File: src/rtl/red_pitaya_asg_pkg.sv
// Shared definitions for the ASG streaming loader: sample/counter widths and loader FSM encoding.
package red_pitaya_asg_pkg;

  localparam int unsigned SMP_W      = 14;
  localparam int unsigned URUN_CNT_W = 16;
  localparam int unsigned BLK_CNT_W  = 32;

  typedef enum logic [1:0] {
    ST_IDLE  = 2'd0,
    ST_PRIME = 2'd1,
    ST_WAIT  = 2'd2,
    ST_FILL  = 2'd3
  } fill_state_e;

endpackage

File: src/rtl/red_pitaya_asg_stream_fifo.sv
// Synchronous sample FIFO with registered full/empty flags and a synchronous flush.
module red_pitaya_asg_stream_fifo
  import red_pitaya_asg_pkg::*;
#(
  parameter int unsigned FDW = 4
) (
  input  logic             dac_clk_i,
  input  logic             dac_rstn_i,
  input  logic             flush_i,
  input  logic             push_i,
  input  logic [SMP_W-1:0] wdata_i,
  input  logic             pop_i,
  output logic [SMP_W-1:0] rdata_o,
  output logic             full_o,
  output logic             empty_o
);

  localparam int unsigned DEPTH = 2 ** FDW;
  localparam logic [FDW:0] FULL_CNT = {1'b1, {FDW{1'b0}}};

  logic [SMP_W-1:0] mem [DEPTH];
  logic [FDW-1:0]   wr_ptr_q, rd_ptr_q;
  logic [FDW:0]     cnt_q, cnt_d;
  logic             full_q, empty_q;
  logic             do_push, do_pop;

  assign do_push = push_i & ~full_q & ~flush_i;
  assign do_pop  = pop_i & ~empty_q & ~flush_i;
  assign rdata_o = mem[rd_ptr_q];
  assign full_o  = full_q;
  assign empty_o = empty_q;

  // NOTE: every always_comb output gets a default first, so no path leaves it unassigned (no latch).
  always_comb begin
    cnt_d = cnt_q;
    case ({do_push, do_pop})
      2'b10:   cnt_d = cnt_q + 1'b1;
      2'b01:   cnt_d = cnt_q - 1'b1;
      default: cnt_d = cnt_q;
    endcase
  end

  // NOTE: storage has no reset; pointers and count alone define what is valid.
  always_ff @(posedge dac_clk_i) begin
    if (do_push) mem[wr_ptr_q] <= wdata_i;
  end

  // NOTE: sequential state uses non-blocking assignments so all registers update from pre-edge values.
  always_ff @(posedge dac_clk_i or negedge dac_rstn_i) begin
    if (!dac_rstn_i) begin
      wr_ptr_q <= '0;
      rd_ptr_q <= '0;
      cnt_q    <= '0;
      full_q   <= 1'b0;
      empty_q  <= 1'b1;
    end else if (flush_i) begin
      wr_ptr_q <= '0;
      rd_ptr_q <= '0;
      cnt_q    <= '0;
      full_q   <= 1'b0;
      empty_q  <= 1'b1;
    end else begin
      if (do_push) wr_ptr_q <= wr_ptr_q + 1'b1;
      if (do_pop)  rd_ptr_q <= rd_ptr_q + 1'b1;
      cnt_q   <= cnt_d;
      full_q  <= (cnt_d == FULL_CNT);
      empty_q <= (cnt_d == '0);
    end
  end

endmodule

File: src/rtl/red_pitaya_asg_stream_fill.sv
// Streams samples into the ASG waveform RAM: primes the whole RAM, then refills whichever half the reader has left.
module red_pitaya_asg_stream_fill
  import red_pitaya_asg_pkg::*;
#(
  parameter int unsigned RSZ = 14,
  parameter int unsigned FDW = 4
) (
  input  logic                  dac_clk_i,
  input  logic                  dac_rstn_i,
  input  logic                  en_i,
  input  logic                  clr_i,
  input  logic [SMP_W-1:0]      s_dat_i,
  input  logic                  s_vld_i,
  output logic                  s_rdy_o,
  input  logic [RSZ-1:0]        buf_rpnt_i,
  output logic                  buf_we_o,
  output logic [RSZ-1:0]        buf_addr_o,
  output logic [SMP_W-1:0]      buf_wdata_o,
  output logic [1:0]            state_o,
  output logic                  primed_o,
  output logic                  underrun_o,
  output logic [URUN_CNT_W-1:0] urun_cnt_o,
  output logic [BLK_CNT_W-1:0]  blk_cnt_o
);

  fill_state_e      state_q, state_d;
  logic [SMP_W-1:0] fifo_rdata;
  logic             fifo_full, fifo_empty;
  logic             push, pop, active;
  logic [RSZ-1:0]   wr_cnt_q;
  logic             next_half_q, rp_msb_q, in_half_q;
  logic             in_half, urun_edge, prime_last, fill_last;
  logic             unused_rpnt;

  // Ready is held low during reset even if the source already has en_i high.
  assign s_rdy_o     = en_i & ~fifo_full & dac_rstn_i;
  assign push        = s_vld_i & s_rdy_o;
  assign active      = (state_q == ST_PRIME) | (state_q == ST_FILL);
  assign pop         = en_i & active & ~fifo_empty;
  assign prime_last  = pop & (state_q == ST_PRIME) & (&wr_cnt_q);
  assign fill_last   = pop & (state_q == ST_FILL) & (&wr_cnt_q[RSZ-2:0]);
  assign in_half     = (rp_msb_q == next_half_q);
  assign urun_edge   = (state_q == ST_FILL) & in_half & ~in_half_q;
  assign state_o     = state_q;
  assign unused_rpnt = ^buf_rpnt_i[RSZ-2:0];

  red_pitaya_asg_stream_fifo #(.FDW(FDW)) u_fifo (
    .dac_clk_i  (dac_clk_i),
    .dac_rstn_i (dac_rstn_i),
    .flush_i    (~en_i),
    .push_i     (push),
    .wdata_i    (s_dat_i),
    .pop_i      (pop),
    .rdata_o    (fifo_rdata),
    .full_o     (fifo_full),
    .empty_o    (fifo_empty)
  );

  always_comb begin
    state_d = state_q;
    if (!en_i) begin
      state_d = ST_IDLE;
    end else begin
      unique case (state_q)
        ST_IDLE:  state_d = ST_PRIME;
        ST_PRIME: if (prime_last) state_d = ST_WAIT;
        ST_WAIT:  if (!in_half)   state_d = ST_FILL;
        ST_FILL:  if (fill_last)  state_d = ST_WAIT;
        default:  state_d = ST_IDLE;
      endcase
    end
  end

  always_ff @(posedge dac_clk_i or negedge dac_rstn_i) begin
    if (!dac_rstn_i) begin
      state_q     <= ST_IDLE;
      rp_msb_q    <= 1'b0;
      in_half_q   <= 1'b0;
      wr_cnt_q    <= '0;
      next_half_q <= 1'b0;
      primed_o    <= 1'b0;
    end else begin
      state_q   <= state_d;
      rp_msb_q  <= buf_rpnt_i[RSZ-1];
      in_half_q <= in_half;
      if (state_q == ST_IDLE) begin
        wr_cnt_q    <= '0;
        next_half_q <= 1'b0;
      end else if (pop) begin
        wr_cnt_q <= (prime_last | fill_last) ? '0 : wr_cnt_q + 1'b1;
        if (prime_last) next_half_q <= 1'b0;
        if (fill_last)  next_half_q <= ~next_half_q;
      end
      if (!en_i || state_q == ST_IDLE) primed_o <= 1'b0;
      else if (prime_last)             primed_o <= 1'b1;
    end
  end

  // Write port is registered: one RAM write per pop, one cycle after it.
  always_ff @(posedge dac_clk_i or negedge dac_rstn_i) begin
    if (!dac_rstn_i) begin
      buf_we_o    <= 1'b0;
      buf_addr_o  <= '0;
      buf_wdata_o <= '0;
    end else begin
      buf_we_o <= pop;
      if (pop) begin
        buf_addr_o  <= (state_q == ST_PRIME) ? wr_cnt_q : {next_half_q, wr_cnt_q[RSZ-2:0]};
        buf_wdata_o <= fifo_rdata;
      end
    end
  end

  // Underrun set wins over a coincident clear and restarts the count at one.
  always_ff @(posedge dac_clk_i or negedge dac_rstn_i) begin
    if (!dac_rstn_i) begin
      underrun_o <= 1'b0;
      urun_cnt_o <= '0;
      blk_cnt_o  <= '0;
    end else begin
      if (urun_edge) begin
        underrun_o <= 1'b1;
        if (clr_i)             urun_cnt_o <= URUN_CNT_W'(1);
        else if (~&urun_cnt_o) urun_cnt_o <= urun_cnt_o + 1'b1;
      end else if (clr_i) begin
        underrun_o <= 1'b0;
        urun_cnt_o <= '0;
      end
      if (fill_last) blk_cnt_o <= blk_cnt_o + 1'b1;
    end
  end

endmodule

File: config.mk
export PLATFORM = sky130hd
export DESIGN_NAME = red_pitaya_asg_stream_fill
export DESIGN_NICKNAME = d
export VERILOG_FILES = /design/src/rtl/red_pitaya_asg_pkg.sv /design/src/rtl/red_pitaya_asg_stream_fifo.sv /design/src/rtl/red_pitaya_asg_stream_fill.sv
export SDC_FILE = /design/constraint.sdc
export NUM_CORES = 1
export LEC_CHECK = 0
export ABC_AREA = 1
export CAP_MARGIN = 10
export CORE_MARGIN = 4
export CORE_UTILIZATION = 30
export CTS_BUF_LIST = sky130_fd_sc_hd__clkbuf_4 sky130_fd_sc_hd__clkbuf_8
export CTS_CLUSTER_DIAMETER = 80
export DETAILED_ROUTE_END_ITERATION = 8
export DONT_BUFFER_PORTS = 1
export SYNTH_ARGS = -nofsm -noshare
export SYNTH_HDL_FRONTEND = slang
export SYNTH_HIERARCHICAL = 1
export SYNTH_SLANG_ARGS = --single-unit
File: constraint.sdc
create_clock -name dac_clk_i -period 2.5 [get_ports dac_clk_i]
set_input_delay 0.75 -clock dac_clk_i [delete_from_list [all_inputs] [get_ports dac_clk_i]]
set_output_delay 0.75 -clock dac_clk_i [all_outputs]
set_load 0.05 [all_outputs]
# Word-level counts from Yosys, hierarchy flattened
# Memories as Yosys holds them, arrays and structs flattened. A register that Yosys moved wholly into a read port is not among the register bits.
# Index checks and enable logic that the tools add are counted.
# W data, S select, Z words.
op_classes:
  addsub: 7
  n_eq_ne: 13
  muxes: 31
  bitwise_logic: 21
  reduce_logical: 15
op_table:
  columns: ["cell", "count"]
  rows:
  - ["$mux W16", 4]
  - ["$mux W14", 4]
  - ["$add A32 B1 Y32 const B", 1]
  - ["$add A16 B1 Y16 const B", 1]
  - ["$mux W4", 4]
  - ["$reduce_and A16 Y1", 1]
  - ["$and A1 B1 Y1", 15]
  - ["$add A14 B1 Y14 const B", 1]
  - ["$reduce_and A14 Y1", 1]
  - ["$reduce_and A13 Y1", 1]
  - ["$mux W1", 12]
  - ["$pmux W5 S2", 1]
  - ["$ne A3 B3 Y1 const B", 3]
  - ["$add A4 B1 Y4 const B", 2]
  - ["$mux W2", 4]
  - ["$pmux W2 S4", 1]
  - ["$eq A2 B2 Y1 const B", 3]
  - ["$reduce_bool A2 Y1", 3]
  - ["$add A5 B1 Y5 const B", 1]
  - ["$eq A5 B5 Y1 const B", 1]
  - ["$logic_not A5 Y1", 1]
  - ["$mux W5", 1]
  - ["$sub A5 B1 Y5 const B", 1]
  - ["$eq A2 B1 Y1 const B", 2]
  - ["other kinds (11)", 18]
totals:
  regBits: 99
  ramBits: 224
  inputBits: 33
  word_cells: 104
  mem_count: 1
mem_list:
  columns: ["name", "words", "width", "rd", "rd_ports_with_merged_regs", "wr", "line", "source"]
  rows:
  - ["u_fifo.mem", 16, 14, 1, 1, 1, "red_pitaya_asg_stream_fifo.sv:21", "logic [SMP_W-1:0] mem [DEPTH];"]

# Logic depth before layout (Yosys ltp)
depth:
  word_depth: 10
  ltp_mapped: 23
  depth_no_buf: 22

# By module
# Netlist, hierarchy kept.
modules_own_cells:
  columns: ["module", "instances", "cells_per_inst", "area_per_inst_um2", "seq_area_each_um2"]
  rows:
  - ["red_pitaya_asg_stream_fifo", 1, 808, 9780.6, 7103.1]
  - ["red_pitaya_asg_stream_fill", 1, 742, 5327.6, 2452.4]

# Worst setup path after synthesis
# OpenSTA, ideal clock, no wires.
synth_timing:
  path_kind: "register to register"
  start: "register state_q[0], in the netlist state_o[0]"
  end: "register u_fifo.full_q, in the netlist u_fifo/full_o"
  setup_time_ns: 0.071
  t_arrival_ns: 3.046
  required_ns: 2.429
  slack_ns: -0.617
  path_stages_with_launch: 19
  path_buffers: 2
  synth_period_minus_slack_ns: 3.117
  path_cell_list: "dfrtp_1 > nand2_1 > nor2_2 > clkbuf_1 > inv_1 > nor2_1 > inv_1 > nor2_1 > ha_1 > buf_2 > nand2_1 > inv_1 > nor2_1 > ha_1 > o21ai_0 > nand2_1 > nor2_1 > nand2_1 > nor2_1"
synth_via:
  elab_chain_cells: 10
  word_cells_on_any_way: 12
  classes_between: "eq/ne (5); mux (2); bitwise (5)"
synth_rtl:
  columns: ["item", "line", "source"]
  rows:
  - ["start: declaration", "red_pitaya_asg_stream_fill.sv:26", "fill_state_e state_q, state_d;"]
  - ["start signal: assignment", "red_pitaya_asg_stream_fill.sv:83", "state_q <= state_d;"]
  - ["$eq A2 B1 Y1 or $eq A2 B2 Y1 (tied branches)", "red_pitaya_asg_stream_fill.sv:38", "assign active = (state_q == ST_PRIME) | (state_q == ST_FILL);"]
  - ["$or A1 B1 Y1 (*)", "red_pitaya_asg_stream_fill.sv:38", null]
  - ["$and A1 B1 Y1 (*) (2 in series)", "red_pitaya_asg_stream_fill.sv:39", "assign pop = en_i & active & ~fifo_empty;"]
  - ["named net pop", "red_pitaya_asg_stream_fill.sv:29", "logic push, pop, active;"]
  - ["$and A1 B1 Y1 (*) (2 in series)", "red_pitaya_asg_stream_fifo.sv:28", "assign do_pop = pop_i & ~empty_q & ~flush_i;"]
  - ["$eq A2 B1 Y1 or $eq A2 B2 Y1 (tied branches)", "red_pitaya_asg_stream_fifo.sv:36", "case ({do_push, do_pop})"]
  - ["$pmux W5 S2 (*)", "red_pitaya_asg_stream_fifo.sv:36", null]
  - ["$eq A5 B5 Y1 (*)", "red_pitaya_asg_stream_fifo.sv:66", "full_q <= (cnt_d == FULL_CNT);"]
  - ["$mux W1 (*)", "red_pitaya_asg_stream_fifo.sv:56", "end else if (flush_i) begin"]
  - ["end signal: assignment", "red_pitaya_asg_stream_fifo.sv:66", null]
  - ["end: declaration", "red_pitaya_asg_stream_fifo.sv:24", "logic full_q, empty_q;"]
# The timed path passes the listed nets; every way through them passes the cells marked *.
# A chain may end at the register's enable or synchronous reset.

# Worst setup path after layout
layout_timing:
  start: "register u_fifo.full_q, in the netlist u_fifo/full_o"
  end: "register u_fifo.full_q, in the netlist u_fifo/full_o"
layout_via:
  elab_chain_cells: 10
  word_cells_on_any_way: 11
  classes_between: "eq/ne (3); mux (2); bitwise (6)"
layout_rtl:
  columns: ["item", "line", "source"]
  rows:
  - ["$not A1 Y1 (*)", "red_pitaya_asg_stream_fill.sv:36", "assign s_rdy_o = en_i & ~fifo_full & dac_rstn_i;"]
  - ["$and A1 B1 Y1 (*) (2 in series)", "red_pitaya_asg_stream_fill.sv:36", null]
  - ["$and A1 B1 Y1 (*)", "red_pitaya_asg_stream_fill.sv:37", "assign push = s_vld_i & s_rdy_o;"]
  - ["named net push", "red_pitaya_asg_stream_fill.sv:29", null]
  - ["$and A1 B1 Y1 (*) (2 in series)", "red_pitaya_asg_stream_fifo.sv:27", "assign do_push = push_i & ~full_q & ~flush_i;"]
  - ["$eq A2 B1 Y1 or $eq A2 B2 Y1 (tied branches)", "red_pitaya_asg_stream_fifo.sv:36", null]
  - ["$pmux W5 S2 (*)", "red_pitaya_asg_stream_fifo.sv:36", null]
  - ["$eq A5 B5 Y1 (*)", "red_pitaya_asg_stream_fifo.sv:66", null]
  - ["$mux W1 (*)", "red_pitaya_asg_stream_fifo.sv:56", null]
# Marks and branches as above.

==> results.json <==
{
  "status": "complete, but fails checks",
  "violations": "negative hold slack",
  "fmax_ghz": 0.427,
  "cts.path.max_buffers": 3,
  "min_period_ns": 2.34,
  "yosys_warnings": 6,
  "cts_tree": "built",
  "fin_crit_sh_pct": 93.6,
  "drtIter0Drc": 919,
  "via_per_inst": 4.70,
  "ff2ff_path_depth": 12,
  "drcViolationCount": 0,
  "final_nets": 1704,
  "cts_buffers": 57,
  "routed.top_layer": "met4",
  "routed_wirelength_um": 38500,
  "setup_ws_ns": 0.161,
  "met2_length_um": 17500,
  "crit_type": "reg -> reg",
  "synth_top_area_share_pct": 44.5,
  "syn_area_um2": 15100,
  "timing.rr.end": "u_fifo/full_o",
  "finalNonFillerCells": 2373,
  "gr-total-overflow": 0,
  "p_total_uw": 12100,
  "cts.clk_slew.worst_paths_ns": 0.06,
  "hold_viol_final": 113,
  "holdWs_ns": -0.228,
  "die_w_um": 232,
  "met1Wirelength_um": 17000,
  "ios": 115,
  "grt_util_all_layers_pct": 14.1,
  "vias": 11200,
  "place_area_um2": 16700,
  "gp_congestion": 0.885,
  "ir_drop_uv": 372,
  "synth_edf_count": 224,
  "synth_area_per_cell_um2": 9.75,
  "numPortBuffers": 0,
  "preCtsSetupSlack_ns": -0.378,
  "fill_cells": 4911,
  "synth_nets": 1594,
  "slew_headroom_pct": 29.0,
  "startpoint": "u_fifo/full_o",
  "die_area_um2": 54000,
  "antenna_cells": 0,
  "slew_violations": 0,
  "chipHeight_um": 232,
  "r2r-start": "u_fifo/full_o",
  "ys_top_cells_by_area": "edfxtp_1 45%, dfrtp_1 19%, nand2_1 11%",
  "hold_path_class": "in -> async",
  "dp.cells": 2263,
  "synth.yosys.seq_area_share_pct": 63.2,
  "clk-insertion-delay-late_ns": 0.66,
  "ys_ff_latch": 337,
  "async_flop_share_pct": 33.5,
  "critPathArrivalTime_ns": 2.89,
  "final_area_um2": 17900,
  "cp-start-kind": "register",
  "ys_types": 42,
  "reg2reg_setup_slack_ns": 0.16,
  "grt_max_degree": 115,
  "cp_max_fo": 6,
  "p_per_area_nw_per_um2": 674,
  "p_leak_uw": 0.00706,
  "coreArea_um2": 49400,
  "cts-htree-levels": 2,
  "row_count": 81,
  "fin_skew_ns": 0.0621,
  "ys.flop_type": "edfxtp_1",
  "grt_first_pass_wirelength_um": 60700,
  "root_buffer": "clkbuf_8",
  "final_antenna_net_count": 0,
  "grt_pass1_vias": 11000,
  "cp-end-kind": "register",
  "syn_to_final_growth_pct": 18.6,
  "drtPass1Iterations": 5,
  "cap_violations": 0,
  "routedWlPerCell_um": 16.2,
  "wl_met3_um": 3110,
  "antenna_found_initial": 0,
  "required_ns": 3.05,
  "clkSinkCount": 337,
  "drive_gt1_share_pct": 15.5,
  "synth_cells": 1550,
  "yosysTopAreaCell": "edfxtp_1",
  "dp_hpwl_um": 26100,
  "setup_viol": 0,
  "tightest_slew_ns": 1.06,
  "crit_path_end": "u_fifo/full_o",
  "start_util_pct": 30.6
}
## Yosys cell counts (4+ instances only)
cell type  number
nand2_1       436
nor2_1        251
edfxtp_1      224
dfrtp_1       112
o21ai_0        98
inv_1          93
nand3_1        50
o21ai_1        29
clkbuf_1       26
a21oi_1        23
nand4_1        23
o22ai_1        19
buf_2          17
o31ai_1        16
nand3b_1       15
nor3_1         13
xor2_1         13
ha_1           11
xnor2_1        11
o211ai_1       10
o2111ai_1       9
buf_4           8
nand2_2         5
nor2_2          5
inv_2           4
nand3_2         4
## critical path: stages, from the launching register on
cell and delay, ns:
dfrtp_2 0.43, nor3b_2 0.18, inv_1 0.09, nor2_4 0.13
inv_2 0.07, nor2_4 0.10, inv_2 0.06, buf_4 0.16
ha_1 0.40, inv_1 0.13, or2_2 0.30, nand3_1 0.10
nor2_1 0.06
## final cells by class
class | instances | area [µm²] | share of cell area (%)
repair buffers | 107 | 891 | 4.97
flip-flops and latches | 337 | 9560 | 53.4
clock inverters | 29 | 259 | 1.44
multi-input cells | 1059 | 5050 | 28.2
inverters | 98 | 373 | 2.08
clock buffers | 79 | 962 | 5.37
well taps | 664 | 831 | 4.63
## what timing repair did
action | in CTS | in global routing
hold endpoints to repair | 113 | 113
pin swaps | 0 | 6
buffers inserted | 0 | 2
setup endpoints to repair | 1 | 4
resized for setup | 1 | 6
## state kept, by name, summed over array words and instances (netlist names), 2 cells and up
register         count
buf_wdata_o         14
u_fifo/rd_ptr_q      4
blk_cnt_o           32
wr_cnt_q            14
state_o              2
urun_cnt_o          16
u_fifo/wr_ptr_q      4
u_fifo/mem         224
buf_addr_o          14
u_fifo/cnt_q         5
## how the worst min path moves through the flow
stage               start              to  slack [ns]  depth (start not counted)
2_1_floorplan  dac_rstn_i    blk_cnt_o[0]        0.45                          0
3_3_place_gp   dac_rstn_i   urun_cnt_o[8]        0.46                          0
3_5_place_dp   dac_rstn_i   urun_cnt_o[8]        0.46                          0
4_1_cts        dac_rstn_i  urun_cnt_o[15]       -0.28                          0
5_1_grt        dac_rstn_i  urun_cnt_o[13]       -0.27                          0
6_report       dac_rstn_i  urun_cnt_o[14]       -0.23                          0
## per-stage QoR
stage / TNS (ns) / hold slack (ns) / util (%)
after floorplan: -0.712 / 0.454 / -
after global placement: -1.13 / 0.457 / 33.8
after detailed placement: -1.66 / 0.458 / 33.8
after CTS: 0 / -0.276 / 36.2
after global routing: -0.0346 / -0.273 / 36.3
final: 0 / -0.228 / 36.3
## metal layers
| metal | up-vias | track usage [%] |
|---|---|---|
| li1 | 5445 | - |
| met1 | 5335 | 18.6 |
| met2 | 312 | 22.5 |
| met3 | 58 | 4.41 |
| met4 | 0 | 3.98 |
| met5 | - | 0 |
## layout by cell type (no fill, tap or decap), drive strengths merged
cell type and instances:
o221ai 1, buf 107, nand4 23, nor2 258
edfxtp 224, bufinv 4, a31oi 2, inv 100
a22o 1, o2111ai 9, xnor2 11, o211ai 10
dfrtp 112, o21bai 2, nor4 2, o22ai 19
or2 4, nand3 55, clkbuf 79, ha 11
dfstp 1, a21oi 23, xor2 13, nor3 14
clkinvlp 1, o31ai 16, o21ai 127, nand2 442
clkinv 22, nor3b 1, nand3b 15
## logic make-up (layout without fill, tap and decap cells)
| logic type | after synthesis | count (layout) | share of synthesized area [%] |
|---|---|---|---|
| AOI/OAI and AO/OA | 210 | 210 | 7.87 |
| xor gates and xnor gates | 24 | 24 | 1.39 |
| adders and majority gates | 11 | 11 | 0.911 |
| buffers and inverters | 154 | 313 | 4.35 |
| DFF | 337 | 337 | 63.2 |
| and+or+nand+nor | 814 | 814 | 22.2 |
## where the power goes
part / internal (µW) / total, µW / switching, µW
combinational: 110 / 297 / 186
clock: 2940 / 5220 / 2280
sequential: 6070 / 6570 / 496
No activity file was read; power rests on OpenSTA's default activity.
